File: src/rtl/servo_ramp.sv
// rtl/servo_ramp.sv - rate-limited servo position ramp feeding the PWM stage
// Optional macro SERVO_IDLE_OFF_EN: release pos_en after IDLE_OFF_CYCLES idle cycles.
`timescale 1ns/1ps
module servo_ramp #(
    parameter int STEP_CYCLES   = 200_000,
    parameter int STEP_SIZE     = 1,
    parameter int SETTLE_CYCLES = 1_000_000,
    parameter int POS_MIN       = 0,
    parameter int POS_MAX       = 41,
    parameter int POS_HOME      = 8
`ifdef SERVO_IDLE_OFF_EN
    ,
    parameter int IDLE_OFF_CYCLES = 50_000_000
`endif
) (
    input  logic        clk,
    input  logic        rst_n,
    input  logic        cmd_valid,
    output logic        cmd_ready,
    input  logic [15:0] cmd_target,
    input  logic        stop,
    output logic [15:0] pos,
    output logic        pos_en,
    output logic        busy,
    output logic        done
);

    typedef enum logic [1:0] {IDLE, RAMP, SETTLE} state_t;

    localparam logic [15:0] P_MIN       = 16'(POS_MIN);
    localparam logic [15:0] P_MAX       = 16'(POS_MAX);
    localparam logic [15:0] P_HOME      = 16'(POS_HOME);
    localparam logic [15:0] STEP        = 16'(STEP_SIZE);
    localparam logic [19:0] TICK_LAST   = 20'(STEP_CYCLES - 1);
    localparam logic [19:0] SETTLE_LAST = 20'(SETTLE_CYCLES - 1);

    state_t      state;
    logic [15:0] target_reg;
    logic [19:0] tick_cnt;
    logic [19:0] settle_cnt;
    logic [15:0] cmd_clamped;
    logic [15:0] step_tgt;
    logic [15:0] diff;
    logic        accept;
    logic        tick_wrap;

`ifdef SERVO_IDLE_OFF_EN
    localparam logic [31:0] IDLE_OFF_LAST = 32'(IDLE_OFF_CYCLES - 1);
    logic [31:0] idle_cnt;
`endif

    // A same-cycle stop outside IDLE wins over the handshake.
    always_comb begin
        cmd_clamped = (cmd_target > P_MAX) ? P_MAX :
                      ((cmd_target > P_MIN) ? cmd_target : P_MIN);
        accept      = cmd_valid && cmd_ready && !(stop && (state != IDLE));
        tick_wrap   = (tick_cnt == TICK_LAST);
        step_tgt    = accept ? cmd_clamped : target_reg;
        diff        = (step_tgt > pos) ? (step_tgt - pos) : (pos - step_tgt);
    end

    always_ff @(posedge clk or negedge rst_n) begin
        if (!rst_n) begin
            state      <= IDLE;
            pos        <= P_HOME;
            pos_en     <= 1'b0;
            busy       <= 1'b0;
            done       <= 1'b0;
            cmd_ready  <= 1'b1;
            target_reg <= P_HOME;
            tick_cnt   <= '0;
            settle_cnt <= '0;
`ifdef SERVO_IDLE_OFF_EN
            idle_cnt   <= '0;
`endif
        end else begin
            done <= 1'b0;
            if (accept) begin
                target_reg <= cmd_clamped;
                pos_en     <= 1'b1;
            end
            case (state)
                IDLE: begin
                    cmd_ready <= 1'b1;
                    if (accept) begin
                        tick_cnt <= '0;
                        busy     <= 1'b1;
                        if (cmd_clamped == pos) begin
                            state      <= SETTLE;
                            cmd_ready  <= 1'b0;
                            settle_cnt <= '0;
                        end else begin
                            state <= RAMP;
                        end
                    end
                end
                RAMP: begin
                    if (stop) begin
                        state      <= IDLE;
                        busy       <= 1'b0;
                        cmd_ready  <= 1'b1;
                        tick_cnt   <= '0;
                        settle_cnt <= '0;
                    end else begin
                        tick_cnt <= tick_wrap ? '0 : tick_cnt + 20'd1;
                        if (accept && (cmd_clamped == pos)) begin
                            state      <= SETTLE;
                            cmd_ready  <= 1'b0;
                            settle_cnt <= '0;
                        end else if (tick_wrap) begin
                            // Final partial step lands exactly on target, never past it.
                            if (diff <= STEP) begin
                                pos        <= step_tgt;
                                state      <= SETTLE;
                                cmd_ready  <= 1'b0;
                                settle_cnt <= '0;
                            end else begin
                                pos <= (step_tgt > pos) ? (pos + STEP) : (pos - STEP);
                            end
                        end
                    end
                end
                SETTLE: begin
                    if (stop) begin
                        state      <= IDLE;
                        busy       <= 1'b0;
                        cmd_ready  <= 1'b1;
                        tick_cnt   <= '0;
                        settle_cnt <= '0;
                    end else if (settle_cnt == SETTLE_LAST) begin
                        state      <= IDLE;
                        busy       <= 1'b0;
                        done       <= 1'b1;
                        settle_cnt <= '0;
                    end else begin
                        settle_cnt <= settle_cnt + 20'd1;
                    end
                end
                default: state <= IDLE;
            endcase
`ifdef SERVO_IDLE_OFF_EN
            if (accept || (state != IDLE)) begin
                idle_cnt <= '0;
            end else if (pos_en) begin
                if (idle_cnt == IDLE_OFF_LAST) begin
                    pos_en   <= 1'b0;
                    idle_cnt <= '0;
                end else begin
                    idle_cnt <= idle_cnt + 32'd1;
                end
            end
`endif
        end
    end

endmodule

File: config.mk
export PLATFORM = sky130hd
export DESIGN_NAME = servo_ramp
export DESIGN_NICKNAME = d
export VERILOG_FILES = /design/src/rtl/servo_ramp.sv
export SDC_FILE = /design/constraint.sdc
export NUM_CORES = 1
export LEC_CHECK = 0
export CAP_MARGIN = 40
export CORE_ASPECT_RATIO = 1.5
export CORE_UTILIZATION = 35
export CTS_CLUSTER_SIZE = 14
export DETAILED_ROUTE_END_ITERATION = 7
export HOLD_SLACK_MARGIN = 0.12
export PLACE_DENSITY = 0.5
export RECOVER_POWER = 25
export SYNTH_ARGS = -nofsm -noshare
export SYNTH_HDL_FRONTEND = slang
export SYNTH_SLANG_ARGS = --single-unit
File: constraint.sdc
create_clock -name clk -period 11 [get_ports clk]
set_clock_uncertainty 0.15 [all_clocks]
set_input_delay 1.65 -clock clk [delete_from_list [all_inputs] [get_ports clk]]
set_output_delay 1.65 -clock clk [all_outputs]
set_load 0.02 [all_outputs]
Yosys cells after proc, flatten, opt, wreduce, memory -nomap -nowiden
Cells that the tools add are included.
{"block": "classes", "reduce_logical": 14, "n_lt_le_gt_ge": 4, "mux": 45, "addsub": 6, "n_eq_ne": 12, "bitwise": 2}
{"cell": "$mux W20", "n": 12}
{"cell": "$pmux W20 S3", "n": 2}
{"cell": "$mux W16", "n": 6}
{"cell": "$add A20 B1 Y20 const B", "n": 2}
{"cell": "$sub A16 B16 Y16", "n": 2}
{"cell": "$eq A20 B18 Y1 const B", "n": 1}
{"cell": "$eq A20 B20 Y1 const B", "n": 1}
{"cell": "$add A16 B1 Y16 const B", "n": 1}
{"cell": "$eq A16 B16 Y1", "n": 1}
{"cell": "$gt A16 B1 Y1 const B", "n": 1}
{"cell": "$gt A16 B16 Y1", "n": 1}
{"cell": "$gt A16 B6 Y1 const B", "n": 1}
{"cell": "$le A16 B1 Y1 const B", "n": 1}
{"cell": "$mux W2", "n": 8}
{"cell": "$reduce_and A4 Y1", "n": 4}
{"cell": "$sub A16 B1 Y16 const B", "n": 1}
{"cell": "$mux W1", "n": 14}
{"cell": "$ne A2 B2 Y1 const B", "n": 4}
{"cell": "$ne A4 B4 Y1 const B", "n": 2}
{"cell": "$pmux W1 S3", "n": 2}
{"cell": "$pmux W2 S3", "n": 1}
{"cell": "$reduce_and A5 Y1", "n": 1}
{"cell": "$logic_and A1 B1 Y1", "n": 4}
{"cell": "$ne A3 B3 Y1 const B", "n": 1}
{"cell": "8 further kinds", "n": 9}
{"block": "word_totals", "register_bits": 78, "output_inout_bits": 20, "in_bits": 20, "wordCells": 92}

Logic depth before layout (Yosys ltp)
Gate-level depths: netlist (run 1).
{"block": "logic_depth", "ltp_word": 13, "mapped_depth": 28, "ltp_nobuf": 27}

Least setup slack after synthesis (run 1)
Ideal clock, no wire load.
{"block": "synth_path", "path_kind": "input-to-reg", "start": "in cmd_target[7]", "end": "reg pos[15]", "path_buffers": 0, "cell_stages": 25, "setup_ns": 0.134, "required_ns": 10.716, "arrival_time_ns": 6.397, "slack_ns": 4.320, "path_cell_list": "nor4_1 -> nand3_1 -> a21oi_1 -> nand3_1 -> nand2_1 -> inv_1 -> fa_1 -> and2b_1 -> o221a_2 -> o31a_1 -> o21ai_1 -> a21oi_2 -> clkinv_2 -> ha_1 -> a211o_1 -> a21oi_1 -> o31ai_1 -> nand4_1 -> a31oi_1 -> a211o_1 -> a21oi_1 -> xnor2_1 -> and2_1 -> o21ai_0 -> o211ai_1"}
{"block": "synth_between", "elab_chain_len": 8, "word_cells_on_any_way": 16, "cone_classes": "add/sub: 2; order compare: 4; eq/ne: 1; mux: 6; bitwise: 1; reduce/logical: 2"}
{"element": "from (decl)", "line_no": "20", "text": "input logic [15:0] cmd_target,"}
{"element": "$gt A16 B1 Y1", "line_no": "55", "text": "((cmd_target > P_MIN) ? cmd_target : P_MIN);"}
{"element": "$mux W16", "line_no": "55"}
{"element": "$mux W16 *", "line_no": "54", "text": "cmd_clamped = (cmd_target > P_MAX) ? P_MAX :"}
{"element": "$mux W16 *"}
{"element": "via step_tgt[1]", "line_no": "42", "text": "logic [15:0] step_tgt;"}
{"element": "$sub A16 B16 Y16 / $gt A16 B16 Y1 (equally long branches)", "line_no": "59, 118"}
{"element": "$mux W16", "line_no": "59", "text": "diff = (step_tgt > pos) ? (step_tgt - pos) : (pos - step_tgt);"}
{"element": "$le A16 B1 Y1", "line_no": "112", "text": "if (diff <= STEP) begin"}
{"element": "$mux W16 *", "line_no": "112"}
{"element": "to (signal assigned)", "line_no": "113", "text": "pos <= step_tgt;"}
{"element": "to (signal assigned)", "line_no": "118", "text": "pos <= (step_tgt > pos) ? (pos + STEP) : (pos - STEP);"}
{"element": "to (decl)", "line_no": "22", "text": "output logic [15:0] pos,"}
Mark *: on every way through the listed nets, which the timed path passes. The rest lies on a longest branch.
A chain may end at the register's enable or synchronous reset.

Worst setup path in the final report (run 1)
{"block": "layout_path", "start": "in cmd_valid", "end": "reg pos[14]"}
{"block": "layout_between", "elab_chain_len": 7, "word_cells_on_any_way": 13, "cone_classes": "add/sub: 2; order compare: 2; mux: 4; bitwise: 1; reduce/logical: 4"}
{"element": "from (decl)", "line_no": "18", "text": "input logic cmd_valid,"}
{"element": "$logic_and A1 B1 Y1 * (2 in a row)", "line_no": "56", "text": "accept = cmd_valid && cmd_ready && !(stop && (state != IDLE));"}
{"element": "$mux W16 *"}
{"element": "via step_tgt[0]", "line_no": "42"}
{"element": "$sub A16 B16 Y16 / $gt A16 B16 Y1 (equally long branches)", "line_no": "59, 118"}
{"element": "$mux W16", "line_no": "59"}
{"element": "$le A16 B1 Y1", "line_no": "112"}
{"element": "$mux W16 *", "line_no": "112"}
Marks and branches as above.

==> results.json, run 1 <==
{
  "grt_first_pass_wirelength_um": 30930,
  "antenna_found_initial": 0,
  "hpwlAfterDp_um": 14080,
  "max_freq_mhz": 130.6,
  "peakVddDrop_v": 0.00007138,
  "worstPathRequired_ns": 11.07,
  "seq_area_frac_synth_pct": 29.00,
  "rows": 61,
  "layout_common_cells": "87 x nand2_1, 75 x dfrtp_1, 53 x nor2_1",
  "die_w_um": 115.3,
  "core_area_mm2": 0.01870,
  "finalCritPeriodShare_pct": 69.58,
  "wl_um": 18580,
  "ios": 40,
  "fin_area_mm2": 0.007640,
  "avgSynthCellArea_um2": 8.503,
  "gp_congestion": 0.8311,
  "cp-end-kind": "register",
  "ys_types": 82,
  "ctsHtreeMaxLevel": 3,
  "num_vias": 6057,
  "numClockSinks": 78,
  "whs_ns": 0.3133,
  "clkTransAtPathRegs_ns": 0.06,
  "grt_max_degree": 58,
  "power_mw": 1.112,
  "status": "complete, but fails checks",
  "finalMaxSlewViolations": 58,
  "dr.first_iter.drc_count": 430,
  "ys_seq_elements": 78,
  "grt_pass1_vias": 5904,
  "syn_nets": 867,
  "start_util_pct": 36.06,
  "p_per_area_mw_per_mm2": 145.6,
  "first_pass_iters": 5,
  "synthFlopType": "dfrtp_1",
  "cp_top_family": "compound AO/OA/AOI/OAI gates",
  "final_nets": 895,
  "drc": 0,
  "drv_cap": 1,
  "critPathMaxStageDelay_ns": 0.54,
  "utilization_pct": 40.86,
  "n_antenna_cell": 0,
  "synth_enable_flop_cells": 0,
  "synth_top_family_by_area": "compound AO/OA/AOI/OAI gates",
  "wl_per_cell_um": 17.24,
  "start_kind": "input port",
  "n_fill_cell": 1888,
  "synthSimpleGateAreaFrac_pct": 22.45,
  "rsz0062_at_grt": "no",
  "failed_checks": "max-capacitance violations, max-slew violations",
  "cts_resized": 0,
  "overflow": 0,
  "final_common_cell": "nand2_1",
  "synthArstFlopShare_pct": 100.0,
  "synthMuxAreaShare_pct": 2.839,
  "p_leak_nw": 3.248,
  "placedInstanceArea_mm2": 0.007370,
  "cts_buffer_depth": 2,
  "io_buffer_count": 39,
  "postRouteAntennaNets": 0,
  "numCtsBuffers": 9,
  "period_needed_ns": 7.654,
  "cts_hold_buf": 0,
  "hold_violations": 0,
  "multi_input_area_mm2": 0.004423,
  "cts_tree": "done",
  "worstSetupPathType": "in -> reg",
  "netlist_instances": 793,
  "die_y_um": 172.0,
  "path_common_cell": "a21oi_1",
  "slowest_stage": "fa_1",
  "crit_arrival_ns": 7.72,
  "critical_path_buf_inv_count": 3,
  "grt_use_total_pct": 20.01,
  "seqCellArea_mm2": 0.001956,
  "die-area_mm2": 0.01984,
  "yosysWarnings": 0,
  "synth_xor_area_share_pct": 5.715,
  "worst_pin_slew_ns": 3.099,
  "syn2layout_area_growth_pct": 13.30,
  "cp_max_fo": 23,
  "syn_area_mm2": 0.006743,
  "slew_headroom_pct": -106.6,
  "clkLatencyLatePin_ns": 0.35,
  "drive_above_1_share_pct": 7.143,
  "cts_setup_buffers": 0,
  "setup_viol": 0,
  "ctsRootBufferMaster": "clkbuf_16",
  "reg_top3": "settle_cnt: 20 flops, tick_cnt: 20 flops",
  "synth-compound-area-share_pct": 24.23,
  "yosys.area_share.adder_pct": 10.35,
  "tns_ns": 0,
  "post_drt_via_cell_ratio": 5.619,
  "hp-class": "reg -> reg"
}
worst paths after layout:
kind,from,end,slack (ns),cells past startpoint
max,cmd_valid,pos[14]$_DFFE_PN0P_,3.35,26
min,pos_en$_DFFE_PN0P_,pos_en$_DFFE_PN0P_,0.31,1
max reg2reg,state[0]$_DFFE_PN0P_,pos[14]$_DFFE_PN0P_,4.41,27
min reg2reg,pos_en$_DFFE_PN0P_,pos_en$_DFFE_PN0P_,0.31,1
max in group asynchronous,rst_n,target_reg[11]$_DFF_PN0_,5.80,2
min in group asynchronous,rst_n,settle_cnt[5]$_DFFE_PN0P_,1.39,1
power breakdown:
part	internal (mW)	total (mW)	switching, mW
Sequential	0.300	0.310	0.00941
Combinational	0.196	0.499	0.303
Clock	0.177	0.303	0.126
cell type report:
type                            instances  share of cell area (%)
Clock buffer                           10                   2.997
Clock inverter                          6                  0.9008
Inverter                               51                   2.522
Multi-Input combinational cell        634                   57.89
Sequential cell                        78                   25.60
Tap cell                              252                   4.127
Timing Repair Buffer                   47                   5.961
logic make-up after synthesis:
group,count (synthesis)
DFF,78
buffers and inverters,81
adders and majority gates,54
and+or+nand+nor,298
AOI/OAI and AO/OA,219
muxes,19
xor gates and xnor gates,44
synthesized netlist by cell type, drive strengths merged, types with 4 or more instances:
| master | instances | area, um2 |
|---|---|---|
| nand2 | 87 | 326.6 |
| dfrtp | 75 | 1877 |
| nor2 | 53 | 198.9 |
| ha | 51 | 638.1 |
| inv | 50 | 187.7 |
| o21ai | 46 | 234.0 |
| a21oi | 43 | 219.0 |
| nand3 | 32 | 160.2 |
| xnor2 | 22 | 192.7 |
| xor2 | 22 | 192.7 |
| a21o | 19 | 151.4 |
| mux2i | 18 | 180.2 |
| o211ai | 18 | 153.9 |
| clkbuf | 16 | 60.06 |
| o2bb2ai | 16 | 202.7 |
| and3 | 15 | 93.84 |
| nor3 | 15 | 75.07 |
| buf | 14 | 111.4 |
| nand2b | 14 | 87.58 |
| or3 | 13 | 81.33 |
| and2 | 11 | 68.82 |
| nand4 | 11 | 68.82 |
| nor4 | 11 | 68.82 |
| or2 | 11 | 68.82 |
| o21a | 9 | 67.56 |
| a31oi | 8 | 50.05 |
| o221ai | 8 | 70.07 |
| a2111oi | 5 | 81.33 |
| a211oi | 5 | 42.54 |
| nand3b | 5 | 37.54 |
| nor2b | 5 | 31.28 |
| o31ai | 4 | 30.03 |
per-layer routing:
layer | vias up | wire length, um | track usage [%]
met5 | - | 0 | 0
met4 | 0 | 587 | 8.752
met3 | 38 | 714 | 2.909
met2 | 155 | 9170 | 34.21
met1 | 2916 | 8112 | 24.77
li1 | 2948 | - | -
stage by stage:
step                      cells  setup slack [ns]
final                      1078             3.346
after global routing       1078             2.780
after CTS                  1078             3.340
after detailed placement   1062             3.026
after global placement     1058             3.199
after floorplan             793             4.320
(Power assumes the default switching activity.)
==> run 2, diff against run 1 <==
--- a/config.mk
+++ b/config.mk
@@ -11,7 +11,7 @@
 export CTS_CLUSTER_SIZE = 14
 export DETAILED_ROUTE_END_ITERATION = 7
 export HOLD_SLACK_MARGIN = 0.12
-export PLACE_DENSITY = 0.5
+export PLACE_DENSITY = 0.51
 export RECOVER_POWER = 25
 export SYNTH_ARGS = -nofsm -noshare
 export SYNTH_HDL_FRONTEND = slang
==> constraint.sdc (replaced) <==
create_clock -name clk -period 6.8 [get_ports clk]
set_clock_uncertainty 0.15 [all_clocks]
set_input_delay 1.02 -clock clk [delete_from_list [all_inputs] [get_ports clk]]
set_output_delay 1.02 -clock clk [all_outputs]
set_load 0.02 [all_outputs]
==> results.json, run 2 (synthesized netlist as in run 1, its figures left out) <==
{
  "layout_common_cells": "87 x nand2_1, 75 x dfrtp_1, 53 x nor2_1",
  "syn2layout_area_growth_pct": 15.35,
  "final_nets": 912,
  "hold_violations": 0,
  "cp-endpoint": "pos[15]$_DFFE_PN0P_",
  "placedInstanceArea_mm2": 0.007482,
  "dr.first_iter.drc_count": 309,
  "cts_hold_buf": 0,
  "hp-class": "reg -> reg",
  "grt_first_pass_wirelength_um": 31020,
  "final_common_cell": "nand2_1",
  "tns_ns": 0,
  "clkTransAtPathRegs_ns": 0.06,
  "r2r_cells": 27,
  "dp_slack_ns": 0.2175,
  "period_needed_ns": 6.323,
  "critPathLaunch": "cmd_valid",
  "overflow": 0,
  "gp_congestion": 0.9377,
  "grt_pass1_vias": 6091,
  "start_kind": "input port",
  "peakVddDrop_v": 0.0001411,
  "whs_ns": 0.3230,
  "rsz0062_at_grt": "no",
  "wl_per_cell_um": 17.12,
  "cp_max_fo": 15,
  "cts_resized": 0,
  "first_pass_iters": 5,
  "die_y_um": 172.0,
  "num_vias": 6067,
  "slew_headroom_pct": -87.06,
  "drv_cap": 2,
  "placed_cells": 1079,
  "r2r-end": "pos[15]$_DFFE_PN0P_",
  "die_w_um": 115.3,
  "hpwlAfterDp_um": 14340,
  "postRouteAntennaNets": 0,
  "rows": 61,
  "die-area_mm2": 0.01984,
  "core_area_mm2": 0.01870,
  "stdcell_count": 1095,
  "io_buffer_count": 39,
  "drive_above_1_share_pct": 9.015,
  "clkLatencyLatePin_ns": 0.35,
  "worst_pin_slew_ns": 2.806,
  "max_freq_mhz": 158.2,
  "n_antenna_cell": 0,
  "p_per_area_mw_per_mm2": 239.5,
  "start_util_pct": 36.06,
  "failed_checks": "max-capacitance violations, max-slew violations",
  "reg_top3": "settle_cnt: 20 flops, tick_cnt: 20 flops",
  "finalCritPeriodShare_pct": 92.99,
  "cp-end-kind": "register",
  "ios": 40,
  "status": "complete, but fails checks",
  "wl_um": 18750,
  "worstPathRequired_ns": 6.87,
  "setup_viol": 0,
  "fin_area_mm2": 0.007777,
  "ctsRootBufferMaster": "clkbuf_16",
  "numCtsBuffers": 9,
  "fin_ws_ns": 0.4769,
  "grt_max_degree": 51,
  "drc": 0,
  "cts_buffer_depth": 2,
  "crit_arrival_ns": 6.39,
  "ctsHtreeMaxLevel": 3,
  "numClockSinks": 78,
  "finalMaxSlewViolations": 81,
  "cts_setup_buffers": 0,
  "grt_use_total_pct": 19.98,
  "cts_tree": "done",
  "holdPathStages": 1,
  "worstSetupPathType": "in -> reg",
  "p_leak_nw": 3.333,
  "r2r_slack_ns": 0.95,
  "reg2reg_from": "state[0]$_DFFE_PN0P_",
  "post_drt_via_cell_ratio": 5.541,
  "antenna_found_initial": 0
}
[run 2: area by class of cell]
cell class	instances	area, um2
clock inverter	6	93.84
inverter	51	192.7
timing repair buffer	64	568.0
sequential	78	1956
multi-input combinational	634	4423
tap	252	315.3
fill	1894	10920
clock buffer	10	229.0
[run 2: metrics by stage]
stage	utilization, %	total power, mW
after floorplan	-	1.123
after global placement	39.83	1.316
after detailed placement	40.01	1.338
after CTS	41.74	1.887
after global routing	41.59	1.995
final	41.59	1.862
[run 2: worst min-delay path by stage]
stage	startpoint	end	slack, ns
final	pos_en$_DFFE_PN0P_	pos_en$_DFFE_PN0P_	0.32
after global routing	pos_en$_DFFE_PN0P_	pos_en$_DFFE_PN0P_	0.35
after CTS	pos_en$_DFFE_PN0P_	pos_en$_DFFE_PN0P_	0.32
after detailed placement	pos_en$_DFFE_PN0P_	pos_en$_DFFE_PN0P_	0.31
after global placement	pos_en$_DFFE_PN0P_	pos_en$_DFFE_PN0P_	0.30
after floorplan	target_reg[10]$_DFF_PN0_	target_reg[10]$_DFF_PN0_	0.32
[run 2: power breakdown]
part | switching [mW] | internal (mW)
Sequential | 0.0160 | 0.486
Combinational | 0.492 | 0.337
Clock | 0.207 | 0.325
[run 2: per-layer routing]
metal  share of wire [%]  global-route usage (%)  vias up
met1                  44                   24.41     2936
met5                   0                       0        -
met3                 3.8                   3.049       26
li1                    -                       -     2972
met4                 2.3                   7.284        0
met2                  50                   35.10      133
[run 2: critical path, stage by stage]
cell	delay [ns]
clkdlybuf4s50_1	0.53
nand2_1	0.12
a21oi_1	0.29
nor2_1	0.07
a21oi_1	0.17
inv_1	0.08
ha_1	0.21
fa_1	0.40
and2b_1	0.25
o221a_2	0.23
o31a_1	0.19
o21ai_1	0.14
a21oi_2	0.21
clkinv_2	0.24
ha_1	0.38
a211o_1	0.30
a21oi_1	0.19
o31ai_1	0.11
nand4_1	0.13
a31oi_1	0.16
a211o_1	0.29
a21oi_1	0.19
xnor2_1	0.09
and2_1	0.15
o21ai_0	0.16
o211ai_1	0.10
==> run 3, diff against run 2 <==
--- a/config.mk
+++ b/config.mk
@@ -7,11 +7,11 @@
 export LEC_CHECK = 0
 export CAP_MARGIN = 40
 export CORE_ASPECT_RATIO = 1.5
-export CORE_UTILIZATION = 35
+export CORE_UTILIZATION = 55
 export CTS_CLUSTER_SIZE = 14
 export DETAILED_ROUTE_END_ITERATION = 7
 export HOLD_SLACK_MARGIN = 0.12
-export PLACE_DENSITY = 0.51
+export PLACE_DENSITY = 0.75
 export RECOVER_POWER = 25
 export SYNTH_ARGS = -nofsm -noshare
 export SYNTH_HDL_FRONTEND = slang
==> results.json, run 3 (synthesized netlist as in run 1, its figures left out) <==
{
  "status": "complete, but fails checks",
  "failed_checks": "max-capacitance violations, max-slew violations",
  "final_common_cell": "nand2_1",
  "overflow": 0,
  "ios": 40,
  "max_freq_mhz": 159.3,
  "antenna_found_initial": 0,
  "start_kind": "input port",
  "die_y_um": 137.6,
  "hold_violations": 0,
  "die_w_um": 92.41,
  "rsz0062_at_grt": "no",
  "start_util_pct": 56.40,
  "slew_headroom_pct": -96.99,
  "tns_ns": 0,
  "drv_cap": 1,
  "wl_um": 18380,
  "post_drt_via_cell_ratio": 6.309,
  "grt_pass1_vias": 6162,
  "p_per_area_mw_per_mm2": 242.2,
  "cts_hold_buf": 0,
  "grt_use_total_pct": 29.88,
  "rows": 49,
  "io_buffer_count": 39,
  "peakVddDrop_v": 0.0001681,
  "cp_max_fo": 13,
  "n_antenna_cell": 0,
  "ctsRootBufferMaster": "clkbuf_16",
  "reg_top3": "settle_cnt: 20 flops, tick_cnt: 20 flops",
  "grt_first_pass_wirelength_um": 29710,
  "cts_setup_buffers": 0,
  "finalCritPeriodShare_pct": 92.32,
  "worstPathRequired_ns": 6.87,
  "final_nets": 910,
  "core_area_mm2": 0.01196,
  "cts_resized": 0,
  "ctsHtreeMaxLevel": 3,
  "worst_pin_slew_ns": 2.955,
  "utilization_pct": 63.72,
  "hpwlAfterDp_um": 13960,
  "num_vias": 6271,
  "numClockSinks": 78,
  "numCtsBuffers": 9,
  "wl_per_cell_um": 18.49,
  "r2r_slack_ns": 1.08,
  "syn2layout_area_growth_pct": 12.97,
  "dr.first_iter.drc_count": 434,
  "finalMaxSlewViolations": 54,
  "layout_common_cells": "87 x nand2_1, 75 x dfrtp_1, 53 x nor2_1",
  "first_pass_iters": 5,
  "setup_viol": 0,
  "cts_buffer_depth": 2,
  "drive_above_1_share_pct": 8.918,
  "gp_congestion": 1.002,
  "die-area_mm2": 0.01272,
  "drc": 0,
  "clkLatencyLatePin_ns": 0.35,
  "hp-class": "reg -> reg",
  "period_needed_ns": 6.278,
  "cp-end-kind": "register",
  "p_leak_nw": 3.319,
  "cts_tree": "done",
  "postRouteAntennaNets": 0,
  "crit_arrival_ns": 6.34,
  "clkTransAtPathRegs_ns": 0.07,
  "worstSetupPathType": "in -> reg",
  "grt_max_degree": 54
}
==> run 3: cell count changes in the layout (fill, tap and decap cells not counted) <==
cell        delta
bufinv_16      -2
clkbuf_1       -1
inv_8          +3
buf_4          -2
clkinvlp_4     -1
inv_6          -1
clkinv_4       +1
clkinv_8       +1
==> run 3: critical path, cell delays in order <==
cell	delay, ns
clkdlybuf4s50_1	0.39
nor4_1	0.28
nand3_1	0.15
a21oi_1	0.31
nand3_1	0.14
nand2_1	0.11
inv_1	0.08
fa_1	0.42
and2b_1	0.24
o221a_2	0.22
o31a_1	0.18
o21ai_1	0.14
a21oi_2	0.21
clkinv_2	0.19
buf_4	0.24
ha_1	0.33
inv_1	0.08
o31ai_1	0.34
nand4_1	0.16
a31oi_1	0.28
a211o_1	0.18
a21oi_1	0.08
xnor2_1	0.14
and2_1	0.15
o21ai_0	0.15
o211ai_1	0.10
==> run 3: path summary, 6_finish.rpt <==
check / to / depth (start not counted) / from
setup / recovery: pos[15]$_DFFE_PN0P_ / 26 / cmd_target[7]
hold / removal: pos_en$_DFFE_PN0P_ / 1 / pos_en$_DFFE_PN0P_
setup reg to reg: pos[15]$_DFFE_PN0P_ / 27 / state[1]$_DFFE_PN0P_
hold reg to reg: pos_en$_DFFE_PN0P_ / 1 / pos_en$_DFFE_PN0P_
max in group asynchronous: target_reg[7]$_DFF_PN0_ / 2 / rst_n
min in group asynchronous: tick_cnt[0]$_DFFE_PN0P_ / 1 / rst_n
==> run 3: where the power goes <==
group	switching [mW]	total [mW]	internal, mW
logic	0.512	0.850	0.338
registers	0.0170	0.502	0.485
clock network	0.232	0.493	0.261
total	0.761	1.84	1.08
==> run 3: layout make-up <==
class	instances	area [um2]
clock inverters	7	76.32
well taps	153	191.4
flip-flops and latches	78	1956
clock buffers	9	225.2
fillers	1032	4338
repair buffers	62	553.0
multi-input cells	634	4423
inverters	51	192.7
==> run 3: per-layer routing <==
metal  GRT usage, %  wire length, um  up-vias
met3          4.636              929       58
li1               -                -     2969
met1          32.96             7197     2998
met5              0                0        -
met2          54.57             9323      246
met4          16.06              928        0
==> run 3: metrics by stage <==
step	area, um2	setup WS, ns	total power, mW	cells	hold slack, ns
after floorplan	6743	0.7496	1.123	793	0.3200
after global placement	7308	0.3756	1.313	976	0.3081
after detailed placement	7343	0.2683	1.352	978	0.3051
after CTS	7645	0.5474	1.847	994	0.3219
after global routing	7617	0.03423	1.955	994	0.3522
final	7617	0.5219	1.845	994	0.3200
